<file path="config.mk">
export PLATFORM = sky130hd
export DESIGN_NAME = id_responder
export DESIGN_NICKNAME = d
export VERILOG_FILES = /design/src/rtl/id_proto_pkg.sv /design/src/rtl/id_frame_rx.sv /design/src/rtl/id_responder.sv
export SDC_FILE = /design/constraint.sdc
export NUM_CORES = 1
export LEC_CHECK = 0
export CORE_ASPECT_RATIO = 2
export CORE_MARGIN = 2
export CORE_UTILIZATION = 55
export DETAILED_ROUTE_END_ITERATION = 10
export GPL_ROUTABILITY_DRIVEN = 0
export PLACE_DENSITY = 0.74
export SLEW_MARGIN = 20
export SYNTH_ARGS = -nofsm -noshare
export SYNTH_HDL_FRONTEND = slang
export SYNTH_SLANG_ARGS = --single-unit
</file>
<file path="constraint.sdc">
create_clock -name clk -period 1.75 [get_ports clk]
set_input_delay 0.175 -clock clk [delete_from_list [all_inputs] [get_ports clk]]
set_output_delay 0.175 -clock clk [all_outputs]
set_load 0.02 [all_outputs]
</file>
<file path="src/rtl/id_proto_pkg.sv">
// Protocol constants and the shared state encoding for the ID query/response link.
package id_proto_pkg;

  localparam int CMD_W     = 8;
  localparam int RESP_BITS = 16;
  localparam logic [CMD_W-1:0] BCAST_ID = 8'hFF;

  typedef enum logic [2:0] {
    IDLE,
    RX_DATA,
    RX_STOP,
    TURN,
    TX_START,
    TX_DATA,
    TX_STOP
  } state_t;

  // True when a received command targets the given instance address or broadcast.
  function automatic logic addressed(input logic [CMD_W-1:0] cmd,
                                     input logic [CMD_W-1:0] id);
    return (cmd == id) || (cmd == BCAST_ID);
  endfunction

endpackage

</file>
<file path="src/rtl/id_frame_rx.sv">
// Query deserialiser: start detect, 8-bit LSB-first shift, then stop-bit check.
module id_frame_rx
  import id_proto_pkg::*;
(
  input  logic             clk,
  input  logic             rst_n,
  input  logic             rx,
  input  logic             enable,
  output logic             frame_done,
  output logic             frame_err,
  output logic [CMD_W-1:0] cmd
);

  state_t           state_q, state_d;
  logic [3:0]       bit_cnt_q, bit_cnt_d;
  logic [CMD_W-1:0] cmd_d;

  always_ff @(posedge clk or negedge rst_n) begin
    if (!rst_n) begin
      state_q   <= IDLE;
      bit_cnt_q <= '0;
      cmd       <= '0;
    end else begin
      state_q   <= state_d;
      bit_cnt_q <= bit_cnt_d;
      cmd       <= cmd_d;
    end
  end

  // The responder withholds enable while it owns the line, so queries overlapping a response are lost.
  always_comb begin
    state_d   = state_q;
    bit_cnt_d = bit_cnt_q;
    cmd_d     = cmd;
    case (state_q)
      IDLE: begin
        if (enable && !rx) begin
          state_d   = RX_DATA;
          bit_cnt_d = '0;
        end
      end
      RX_DATA: begin
        cmd_d = {rx, cmd[CMD_W-1:1]};
        if (bit_cnt_q == 4'(CMD_W - 1)) begin
          state_d = RX_STOP;
        end else begin
          bit_cnt_d = bit_cnt_q + 4'd1;
        end
      end
      RX_STOP: state_d = IDLE;
      default: state_d = IDLE;
    endcase
  end

  assign frame_done = (state_q == RX_STOP) && rx;
  assign frame_err  = (state_q == RX_STOP) && !rx;

endmodule

</file>
<file path="src/rtl/id_responder.sv">
// Addressable ID responder: answers a matching serial query with a start bit, ID byte, VERSION byte and stop bit.
module id_responder
  import id_proto_pkg::*;
#(
  parameter int unsigned ID_NUM  = 1,
  parameter logic [7:0]  VERSION = 8'd1
)(
  input  logic clk,
  input  logic rst_n,
  input  logic rx_i,
  output logic tx_o,
  output logic tx_en_o,
  output logic hit_o,
  output logic err_o
);

  localparam logic [CMD_W-1:0] MY_ID = CMD_W'(ID_NUM);

  state_t                 state_q, state_d;
  logic [3:0]             bit_cnt_q, bit_cnt_d;
  logic [RESP_BITS-1:0]   shift_q, shift_d;
  logic                   tx_d, tx_en_d, hit_d, err_d;
  logic                   frame_done, frame_err;
  logic [CMD_W-1:0]       cmd;

  id_frame_rx u_frame_rx (
    .clk        (clk),
    .rst_n      (rst_n),
    .rx         (rx_i),
    .enable     (state_q == IDLE),
    .frame_done (frame_done),
    .frame_err  (frame_err),
    .cmd        (cmd)
  );

  always_ff @(posedge clk or negedge rst_n) begin
    if (!rst_n) begin
      state_q   <= IDLE;
      bit_cnt_q <= '0;
      shift_q   <= '0;
      tx_o      <= 1'b1;
      tx_en_o   <= 1'b0;
      hit_o     <= 1'b0;
      err_o     <= 1'b0;
    end else begin
      state_q   <= state_d;
      bit_cnt_q <= bit_cnt_d;
      shift_q   <= shift_d;
      tx_o      <= tx_d;
      tx_en_o   <= tx_en_d;
      hit_o     <= hit_d;
      err_o     <= err_d;
    end
  end

  // Outputs are computed for the state being entered, so each registered output lines up with its state.
  always_comb begin
    state_d   = state_q;
    bit_cnt_d = bit_cnt_q;
    shift_d   = shift_q;
    tx_d      = 1'b1;
    tx_en_d   = 1'b0;
    hit_d     = 1'b0;
    err_d     = 1'b0;
    case (state_q)
      IDLE: begin
        if (frame_err) begin
          err_d = 1'b1;
        end else if (frame_done && addressed(cmd, MY_ID)) begin
          state_d = TURN;
          hit_d   = 1'b1;
        end
      end
      TURN: begin
        state_d   = TX_START;
        tx_d      = 1'b0;
        tx_en_d   = 1'b1;
        shift_d   = {VERSION, MY_ID};
        bit_cnt_d = '0;
      end
      TX_START: begin
        state_d = TX_DATA;
        tx_d    = shift_q[0];
        tx_en_d = 1'b1;
        shift_d = {1'b0, shift_q[RESP_BITS-1:1]};
      end
      TX_DATA: begin
        tx_en_d = 1'b1;
        if (bit_cnt_q == 4'(RESP_BITS - 1)) begin
          state_d = TX_STOP;
        end else begin
          tx_d      = shift_q[0];
          shift_d   = {1'b0, shift_q[RESP_BITS-1:1]};
          bit_cnt_d = bit_cnt_q + 4'd1;
        end
      end
      TX_STOP: state_d = IDLE;
      default: state_d = IDLE;
    endcase
  end

endmodule

</file>
==> impl_results.md, run 1 <==
- LEAKAGE: 0.8109 nW
- Largest net degree at the start of global routing: 35
- Peak supply drop: 0.0009146 V
- Vias in the first global route: 1072
- Routed vias: 1062
- Critical Path Sink Type: flip-flop
- Num CTS Buffers: 5
- Iter 0 DRT Violations: 26
- Post-CTS Setup Bufs: 0
- Async S/R FF share, synth: 1.000
- Worst Path Max Fanout: 4
- Ports: 7
- Nets: 159
- Htree depth: 2
- DP Area: 1627 um2
- Final period util: 0.9371
- DRT Pass-1 Iters: 4
- Syn Area/Cell: 10.67 um2
- Outcome: complete, no violations
- Final std cells w/o fill: 184
- CTS sink count: 34
- Synth Flop Type: dfrtp_1
- Routed Antenna Nets: 0
- Crit Reg-Reg Endpoint: state_q[1]$_DFFE_PN0P_
- Total GRT Usage: 0.2153
- Arr. time, crit path: 1.82 ns
- Post-synthesis cell type count: 36
- CP Data Required Time: 1.93 ns
- Cell Rows: 27
- Unrepaired setup endpoints after global routing: no
- Clock latency of the later-clocked register in the worst-skew pair: 0.29 ns
- CTS tree: built
- Mapped Nets: 148
- PwrDens: 1298 nW/um2
- Post-layout min period: 1.640 ns
- First-pass GRT wire length: 4574 um
- Cells on worst reg2reg path: 4
- Port Buffers: 6
- Post-CTS sizing: 0
- Synth warn: 0
- Worst path cell trace: or4_4 > nor4_4 > o211ai_2 > a2111oi_2
- Setup TNS: 0 ns
- HPWL after DPL: 1961 um
- WS Path Type: flip-flop to flip-flop
- Clock Tree Root: clkbuf_8
- Reg2reg setup slack: 0.11 ns
- Mapped Cells: 143
- Share of cells above drive strength 1: 0.1806
- Die width: 41.25 um
- FMAX: 0.6098 GHz
- Setup-failing EPs final: 0
- Max incr delay on CP: 0.55 ns
- Global-route met2 utilization: 0.3625
- Worst min-delay path class: input pin to asynchronous set/reset pin
- Mapped cell area: 1526 um2
- Initial Util: 0.5648
- Finished Cell Area: 1737 um2
- Slew @ Worst Pin: 0.4391 ns
- Met3 Resource Use GR: 0.05932
- Fin. max-slew vios: 0
- CP startpoint kind: flip-flop
- CP max-delay cell: or4_4
- Busiest grt layer: met2
- Register bit total from synthesis: 34
- # hold bufs at CTS: 0
- Core area: 2703 um2
- Post-synth EDFFs: 0
- M1 GR Usage: 0.2004
- Initial antenna violation count: 0
- Slew HR: 0.7073
- Hold WS: 0.2976 ns
- Ant diodes: 0
- DRC viols: 0
- Final hold violation count: 0
- Clk slew on worst S/H paths: 0.07 ns
- Layout area overhead: 13.77%
- Maxcap violations: 0
- Via density per instance: 5.772
- Reg-to-Reg Start: u_frame_rx.cmd[4]$_DFFE_PN0P_
- Worst Clk Skew: 0.008125 ns
- Gr ovfl total: 0
- Die Ht: 78.50 um
- DRT Wirelength: 2650 um
- Placed cell count: 176
- Routed wire per std cell: 14.40 um
- Die ar.: 3238 um2
- Longest Clk Path Bufs: 2
- Sequential area share after synthesis: 0.5582
[kinds of logic after synthesis]
| logic type | after synthesis | share of synthesized area |
|---|---|---|
| AO/OA/AOI/OAI | 18 | 0.07787 |
| adder cells (fa/ha/maj) | 2 | 0.01639 |
| flip-flops | 34 | 0.5582 |
| buffers and inverters | 9 | 0.02704 |
| AND/OR/NAND/NOR | 69 | 0.2435 |
| multiplexers | 9 | 0.06558 |
| XOR/XNOR | 2 | 0.01148 |
[per-stage QoR]
stage,setup WS (ns),total power [mW],util
after global routing,0.01856,2.403,0.6426
final,0.1101,2.254,0.6426
after floorplan,0.1252,1.473,-
after detailed placement,0.03371,1.613,0.6019
after CTS,0.03367,2.286,0.6426
after global placement,0.09333,1.575,0.6019
[cells in the final DEF, fill, tap and decap left out, drive strengths merged]
cell type | netlist | routed
xnor2 | 2 | 2
dfrtp | 33 | 33
o211ai | 1 | 1
a31oi | 1 | 1
a22oi | 1 | 1
nor3b | 1 | 1
o22ai | 1 | 1
nor3 | 3 | 3
nor2b | 3 | 3
dfstp | 1 | 1
a21o | 1 | 1
nand2b | 1 | 1
a2bb2oi | 1 | 1
and4 | 3 | 3
a21oi | 4 | 4
clkdlybuf4s50 | 0 | 6
nor4 | 3 | 3
clkbuf | 5 | 8
or2 | 1 | 1
and3 | 2 | 2
and3b | 1 | 1
nor2 | 7 | 7
o21ai | 7 | 7
mux2i | 1 | 1
buf | 2 | 5
mux2 | 8 | 8
or4 | 2 | 2
nand4 | 3 | 3
ha | 2 | 2
inv | 2 | 2
nand3 | 10 | 10
nand2 | 27 | 27
and2 | 2 | 2
a2111oi | 1 | 1
[area by class of cell]
| class | instances | area, um2 |
|---|---|---|
| repair buffers | 11 | 97.59 |
| multi-input cells | 100 | 633.1 |
| flip-flops and latches | 34 | 852.1 |
| well taps | 29 | 36.28 |
| inverters | 2 | 7.507 |
| fillers | 226 | 965.9 |
| clock buffers | 8 | 110.1 |
[synth_stat cells (2+ instances only)]
| library cell | n | area (um2) |
|---|---|---|
| and3_1 | 2 | 12.51 |
| o21ai_1 | 7 | 35.03 |
| and4_1 | 3 | 26.28 |
| nor2b_1 | 3 | 18.77 |
| buf_4 | 2 | 15.01 |
| nor2_1 | 7 | 26.28 |
| nand3_1 | 10 | 50.05 |
| a21oi_1 | 4 | 20.02 |
| nor4_1 | 2 | 12.51 |
| clkbuf_1 | 5 | 18.77 |
| nand2_1 | 27 | 101.4 |
| nand4_1 | 3 | 18.77 |
| ha_1 | 2 | 25.02 |
| xnor2_1 | 2 | 17.52 |
| dfrtp_1 | 33 | 825.8 |
| or4_4 | 2 | 22.52 |
| and2_1 | 2 | 12.51 |
| nor3_1 | 3 | 15.01 |
| mux2_2 | 7 | 78.83 |
[critical path: cells and delay by family (launching register included)]
kind	cells	cell delay [ns]
simple gates	2	0.73
compound gates	2	0.41
flops	1	0.40
[registers in the layout, summed over array words and instances, names as in the netlist]
| name | count |
|---|---|
| shift_q | 9 |
| u_frame_rx.cmd | 8 |
| bit_cnt_q | 4 |
| u_frame_rx.bit_cnt_q | 4 |
| state_q | 3 |
| u_frame_rx.state_q | 2 |
| err_o | 1 |
| hit_o | 1 |
| tx_en_o | 1 |
| tx_o | 1 |
[worst max-delay path by stage]
| stage | start | end | slack [ns] | cells past startpoint |
|---|---|---|---|---|
| after floorplan | u_frame_rx.cmd[4]$_DFFE_PN0P_ | state_q[1]$_DFFE_PN0P_ | 0.13 | 4 |
| after global placement | u_frame_rx.cmd[4]$_DFFE_PN0P_ | state_q[1]$_DFFE_PN0P_ | 0.09 | 4 |
| after detailed placement | u_frame_rx.cmd[4]$_DFFE_PN0P_ | state_q[1]$_DFFE_PN0P_ | 0.03 | 4 |
| after CTS | u_frame_rx.cmd[4]$_DFFE_PN0P_ | state_q[1]$_DFFE_PN0P_ | 0.03 | 4 |
| after global routing | u_frame_rx.cmd[4]$_DFFE_PN0P_ | state_q[1]$_DFFE_PN0P_ | 0.02 | 4 |
| final | u_frame_rx.cmd[4]$_DFFE_PN0P_ | state_q[1]$_DFFE_PN0P_ | 0.11 | 4 |
[routing by layer]
layer | up-vias | wire length (um)
met2 | 13 | 1514
met1 | 518 | 955
met5 | - | 0
met4 | 0 | 103
li1 | 525 | -
met3 | 6 | 76
[where the power goes]
group	leakage, nW	switching [mW]	internal (mW)
clock	0.0575	0.264	0.397
sequential	0.421	0.174	0.944
combinational	0.332	0.215	0.261
total	0.811	0.653	1.60
Power figures use the tool's default switching activity.
==> run 2, diff against run 1 <==
- CELL_PAD_IN_SITES_DETAIL_PLACEMENT: default -> 1
- CELL_PAD_IN_SITES_GLOBAL_PLACEMENT: default -> 1
- CORE_UTILIZATION: 55 -> 46
- PLACE_DENSITY: 0.74 -> 0.76
==> run 2 against run 1 <==
Sequential cell count stayed put. Power is 1.8% lower. Highest routed layer unchanged. Clock skew is 0.0010 ns lower. Maximum frequency is 5.5% lower. Design area is 0.65% higher. Routed wire length is 17% higher. Worst setup slack worse by 0.096 ns. Hold slack hardly changed.
==> impl_results.md, run 2 (synthesis gave the netlist of run 1 again) <==
- Outcome: complete, no violations
- Initial antenna violation count: 0
- Gr ovfl total: 0
- Iter 0 DRT Violations: 2
- CTS sink count: 34
- LEAKAGE: 0.8113 nW
- Die ar.: 3823 um2
- Initial Util: 0.4836
- Util after Layout: 0.5537
- Ports: 7
- # hold bufs at CTS: 0
- Port Buffers: 6
- Worst Clk Skew: 0.007091 ns
- CP startpoint kind: flip-flop
- Final hold violation count: 0
- Slew @ Worst Pin: 0.4777 ns
- Critical Path Sink Type: flip-flop
- Post-layout min period: 1.736 ns
- Fillers: 354
- Final period util: 0.9919
- Layout area overhead: 14.51%
- Sequential fraction of design power: 0.513
- Sw Share: 0.3069
- HPWL after DPL: 2320 um
- Nets: 161
- Die Ht: 85.47 um
- Reg with most FFs: shift_q
- Clock Tree Root: clkbuf_8
- Cell-internal power: 1.535 mW
- Clk slew on worst S/H paths: 0.07 ns
- CP Data Required Time: 1.93 ns
- Share of cells above drive strength 1: 0.1847
- Commonest non-fill, non-tap cell in the layout: dfrtp_1
- Via density per instance: 5.952
- Routed wire per std cell: 16.49 um
- Total GRT Usage: 0.2045
- Biggest regs: shift_q: 9 flops, u_frame_rx.cmd: 8 flops
- Routed vias: 1119
- WS Path Type: flip-flop to flip-flop
- DRC viols: 0
- Setup TNS: 0 ns
- Setup-failing EPs final: 0
- Clock share of power: 0.264
- DRT Pass-1 Iters: 2
- Most frequent cells in the layout: dfrtp_1, nand2_1, nand3_1
- Cells on worst reg2reg path: 4
- Largest register FFs: 9
- Core area: 3157 um2
- Peak supply drop: 0.0006620 V
- Vias in the first global route: 1232
- DRT Wirelength: 3100 um
- NetSw: 0.6795 mW
- Ant diodes: 0
- Clock latency of the later-clocked register in the worst-skew pair: 0.28 ns
- Comb pwr share: 0.223
- Unrepaired setup endpoints after global routing: yes
- Die width: 44.74 um
- CTS tree: built
- Largest net degree at the start of global routing: 35
- Worst Path Max Fanout: 4
- FMAX: 0.5761 GHz
- Htree depth: 2
- Arr. time, crit path: 1.92 ns
- Worst min-delay path class: input pin to asynchronous set/reset pin
- PwrDens: 1267 nW/um2
- Longest Clk Path Bufs: 2
- Routed Antenna Nets: 0
- Maxcap violations: 0
- Num CTS Buffers: 5
- First-pass GRT wire length: 5616 um
- Slew HR: 0.6815
- Fin. max-slew vios: 0
- Cell Rows: 29
## run 2: cell types whose count changed in the layout (fill, tap and decap cells not counted), sizes merged
cell    delta
clkbuf     -1
buf        +2
clkinv     +1
## run 2: area by class of cell
| type | instances | area, um2 | area share |
|---|---|---|---|
| Clock inverter | 1 | 5.005 | 0.002863 |
| Sequential cell | 34 | 852.1 | 0.4875 |
| Timing Repair Buffer | 13 | 112.6 | 0.06442 |
| Multi-Input combinational cell | 100 | 645.6 | 0.3694 |
| Tap cell | 31 | 38.79 | 0.02219 |
| Inverter | 2 | 7.507 | 0.004295 |
| Clock buffer | 7 | 86.33 | 0.04939 |
## run 2: critical path, cell delays in order, from the launching register on
cell	delay, ns
dfrtp_1	0.41
or4_4	0.55
nor4_4	0.26
o211ai_2	0.13
a2111oi_4	0.29
## run 2: per-stage QoR
| stage | cell area [um2] | worst slack (ns) | power (mW) | hold slack (ns) | instances |
|---|---|---|---|---|---|
| finish | 1748 | 0.01425 | 2.214 | 0.2980 | 188 |
| global route | 1748 | -0.08003 | 2.368 | 0.3482 | 188 |
| CTS | 1720 | 0.03024 | 2.229 | 0.3129 | 186 |
| detailed placement | 1629 | 0.01486 | 1.634 | 0.4702 | 178 |
| global placement | 1629 | 0.08606 | 1.584 | 0.4471 | 178 |
| floorplan | 1526 | 0.1252 | 1.473 | -0.1206 | 143 |
## run 2: power by group through the flow
stage	sequential, mW	clock (mW)	combinational [mW]
after floorplan	1.09	0	0.382
final	1.14	0.584	0.495
after global routing	1.17	0.631	0.568
after CTS	1.13	0.607	0.489
after global placement	1.13	0	0.458
after detailed placement	1.15	0	0.487
## run 2: worst paths after layout
path | start | end | slack (ns)
worst max register to register | u_frame_rx.cmd[4]$_DFFE_PN0P_ | state_q[1]$_DFFE_PN0P_ | 0.01
max in group asynchronous | rst_n | tx_o$_DFF_PN1_ | 1.12
min in group clk | shift_q[3]$_DFFE_PN0P_ | shift_q[2]$_DFFE_PN0P_ | 0.48
worst min register to register | shift_q[3]$_DFFE_PN0P_ | shift_q[2]$_DFFE_PN0P_ | 0.48
worst min-delay path | rst_n | shift_q[5]$_DFFE_PN0P_ | 0.30
worst max-delay path | u_frame_rx.cmd[4]$_DFFE_PN0P_ | state_q[1]$_DFFE_PN0P_ | 0.01
## run 2: per-layer routing
| metal | GRT usage | share of wire | up-vias |
|---|---|---|---|
| li1 | - | - | 525 |
| met1 | 0.2014 | 0.35 | 571 |
| met2 | 0.3781 | 0.60 | 14 |
| met3 | 0.05106 | 0.027 | 9 |
| met4 | 0.08264 | 0.025 | 0 |
| met5 | 0 | 0 | - |
## run 2: repair_timing
action                                 CTS  global route
resized for setup                        0             1
endpoints found under the hold margin    0             0
setup buffers                            0             2
setup endpoints to repair                0             1
==> run 3, diff against run 2 <==
- CTS_BUF_LIST: default -> sky130_fd_sc_hd__clkbuf_4 sky130_fd_sc_hd__clkbuf_8 sky130_fd_sc_hd__clkbuf_16
==> run 3 against run 2 <==
Sequential power about the same. Global-route usage is the same. Critical path depth unchanged. Via count unchanged. Clock power is 3% higher. Critical endpoint unchanged. Largest cell class unchanged.
==> impl_results.md, run 3 (synthesis gave the netlist of run 1 again) <==
- Max incr delay on CP: 0.55 ns
- Post-layout min period: 1.736 ns
- Worst Clk Skew: 0.007140 ns
- Setup TNS: 0 ns
- Setup-failing EPs final: 0
- Ant diodes: 0
- Reg2reg setup slack: 0.01 ns
- Comb pwr share: 0.222
- LEAKAGE: 0.8147 nW
- CTS sink count: 34
- Hold WS: 0.2980 ns
- Reg-to-Reg Start: u_frame_rx.cmd[4]$_DFFE_PN0P_
- Via density per instance: 5.952
- Longest Clk Path Bufs: 2
- Initial antenna violation count: 0
- # hold bufs at CTS: 0
- Clk slew on worst S/H paths: 0.07 ns
- Core area: 3157 um2
- Cells on worst reg2reg path: 4
- Initial Util: 0.4836
- NetSw: 0.6796 mW
- Critical Path Sink Type: flip-flop
- Unrepaired setup endpoints after global routing: yes
- Htree depth: 2
- Maxcap violations: 0
- Ports: 7
- DRT Pass-1 Iters: 2
- Total GRT Usage: 0.2045
- HPWL after DPL: 2320 um
- Worst path cell trace: or4_4 > nor4_4 > o211ai_2 > a2111oi_4
- Fin. max-slew vios: 0
- Commonest non-fill, non-tap cell in the layout: dfrtp_1
- PwrDens: 1273 nW/um2
- Iter 0 DRT Violations: 2
- Arr. time, crit path: 1.92 ns
- Sw Share: 0.3048
- Outcome: complete, no violations
- Routed wire per std cell: 16.49 um
- Place WS: 0.01486 ns
- FMAX: 0.5761 GHz
- Sequential fraction of design power: 0.509
- Routed vias: 1119
- Share of cells above drive strength 1: 0.1911
- CP startpoint kind: flip-flop
- Num CTS Buffers: 5
- DRT Wirelength: 3100 um
- Clock latency of the later-clocked register in the worst-skew pair: 0.28 ns
- Clock Tree Root: clkbuf_8
- DRC viols: 0
- Cell Rows: 29
- Most frequent cells in the layout: dfrtp_1, nand2_1, nand3_1
- CP Data Required Time: 1.93 ns
- Clock share of power: 0.269
- Crit path launch: u_frame_rx.cmd[4]$_DFFE_PN0P_
- Cell-internal power: 1.550 mW
- Slack of the critical path: 0.01425 ns
- Final period util: 0.9919
- CP top delay family: simple AND/OR/NAND/NOR gates
- Nets: 161
- Port Buffers: 6
- WS Path Type: flip-flop to flip-flop
- Final std cells w/o fill: 188
- Crit Reg-Reg Endpoint: state_q[1]$_DFFE_PN0P_
- Die width: 44.74 um
- CP max-delay cell: or4_4
- Gr ovfl total: 0
- Die Ht: 85.47 um
- Final hold violation count: 0
- Fillers: 354
- CP endpoint: state_q[1]$_DFFE_PN0P_
- Layout area overhead: 14.75%
- Largest net degree at the start of global routing: 35
- Worst Path Max Fanout: 4
- Biggest regs: shift_q: 9 flops, u_frame_rx.cmd: 8 flops
- Worst min-delay path class: input pin to asynchronous set/reset pin
- Die ar.: 3823 um2
- Peak supply drop: 0.0007019 V
- Slew HR: 0.6815
- CTS tree: built
- Slew @ Worst Pin: 0.4777 ns
- CP bufs+invs: 0
- Placed cell count: 178
- Largest register FFs: 9
- Reg with most FFs: shift_q
- Vias in the first global route: 1232
- Stages on worst setup path: 4
- First-pass GRT wire length: 5616 um
- Routed Antenna Nets: 0
run 3: cell counts in the layout (fill, tap and decap cells not counted):
No cell type changed its count.
run 3: cell type report:
type | instances | area [um2] | share of cell area
Timing Repair Buffer | 13 | 112.6 | 0.06429
Clock inverter | 1 | 5.005 | 0.002857
Sequential cell | 34 | 852.1 | 0.4864
Tap cell | 31 | 38.79 | 0.02214
Multi-Input combinational cell | 100 | 645.6 | 0.3686
Inverter | 2 | 7.507 | 0.004286
Clock buffer | 7 | 90.09 | 0.05143
run 3: power by group through the flow:
stage | clock (mW) | sequential [mW] | combinational (mW)
2_1_floorplan | 0 | 1.09 | 0.382
3_3_place_gp | 0 | 1.13 | 0.458
3_5_place_dp | 0 | 1.15 | 0.487
4_1_cts | 0.622 | 1.13 | 0.489
5_1_grt | 0.646 | 1.17 | 0.568
6_report | 0.600 | 1.14 | 0.495
run 3: metal layers:
metal / track usage / vias to the layer above / part of all wire
li1: - / 525 / -
met1: 0.2014 / 571 / 0.35
met2: 0.3781 / 14 / 0.60
met3: 0.05106 / 9 / 0.027
met4: 0.08264 / 0 / 0.025
met5: 0 / - / 0
run 3: worst min path at each step:
stage	startpoint	endpoint	slack [ns]
after floorplan	rst_n	bit_cnt_q[0]$_DFFE_PN0P_	-0.12
after global placement	shift_q[7]$_DFFE_PN0P_	shift_q[6]$_DFFE_PN0P_	0.45
after detailed placement	shift_q[6]$_DFFE_PN0P_	shift_q[5]$_DFFE_PN0P_	0.47
after CTS	rst_n	shift_q[8]$_DFFE_PN0P_	0.31
after global routing	rst_n	tx_en_o$_DFF_PN0_	0.35
final	rst_n	shift_q[5]$_DFFE_PN0P_	0.30
run 3: stage by stage:
| step | area (um2) | power, mW | util |
|---|---|---|---|
| floorplan | 1526 | 1.473 | - |
| global placement | 1629 | 1.584 | 0.5161 |
| finish | 1752 | 2.230 | 0.5549 |
| CTS | 1724 | 2.244 | 0.5462 |
| global route | 1752 | 2.384 | 0.5549 |
| detailed placement | 1629 | 1.634 | 0.5161 |
run 3: what timing repair did:
| item | CTS | global route |
|---|---|---|
| gates resized for setup | 0 | 1 |
| endpoints found under the setup margin | 0 | 1 |
| setup buffers | 0 | 2 |
| endpoints found under the hold margin | 0 | 0 |
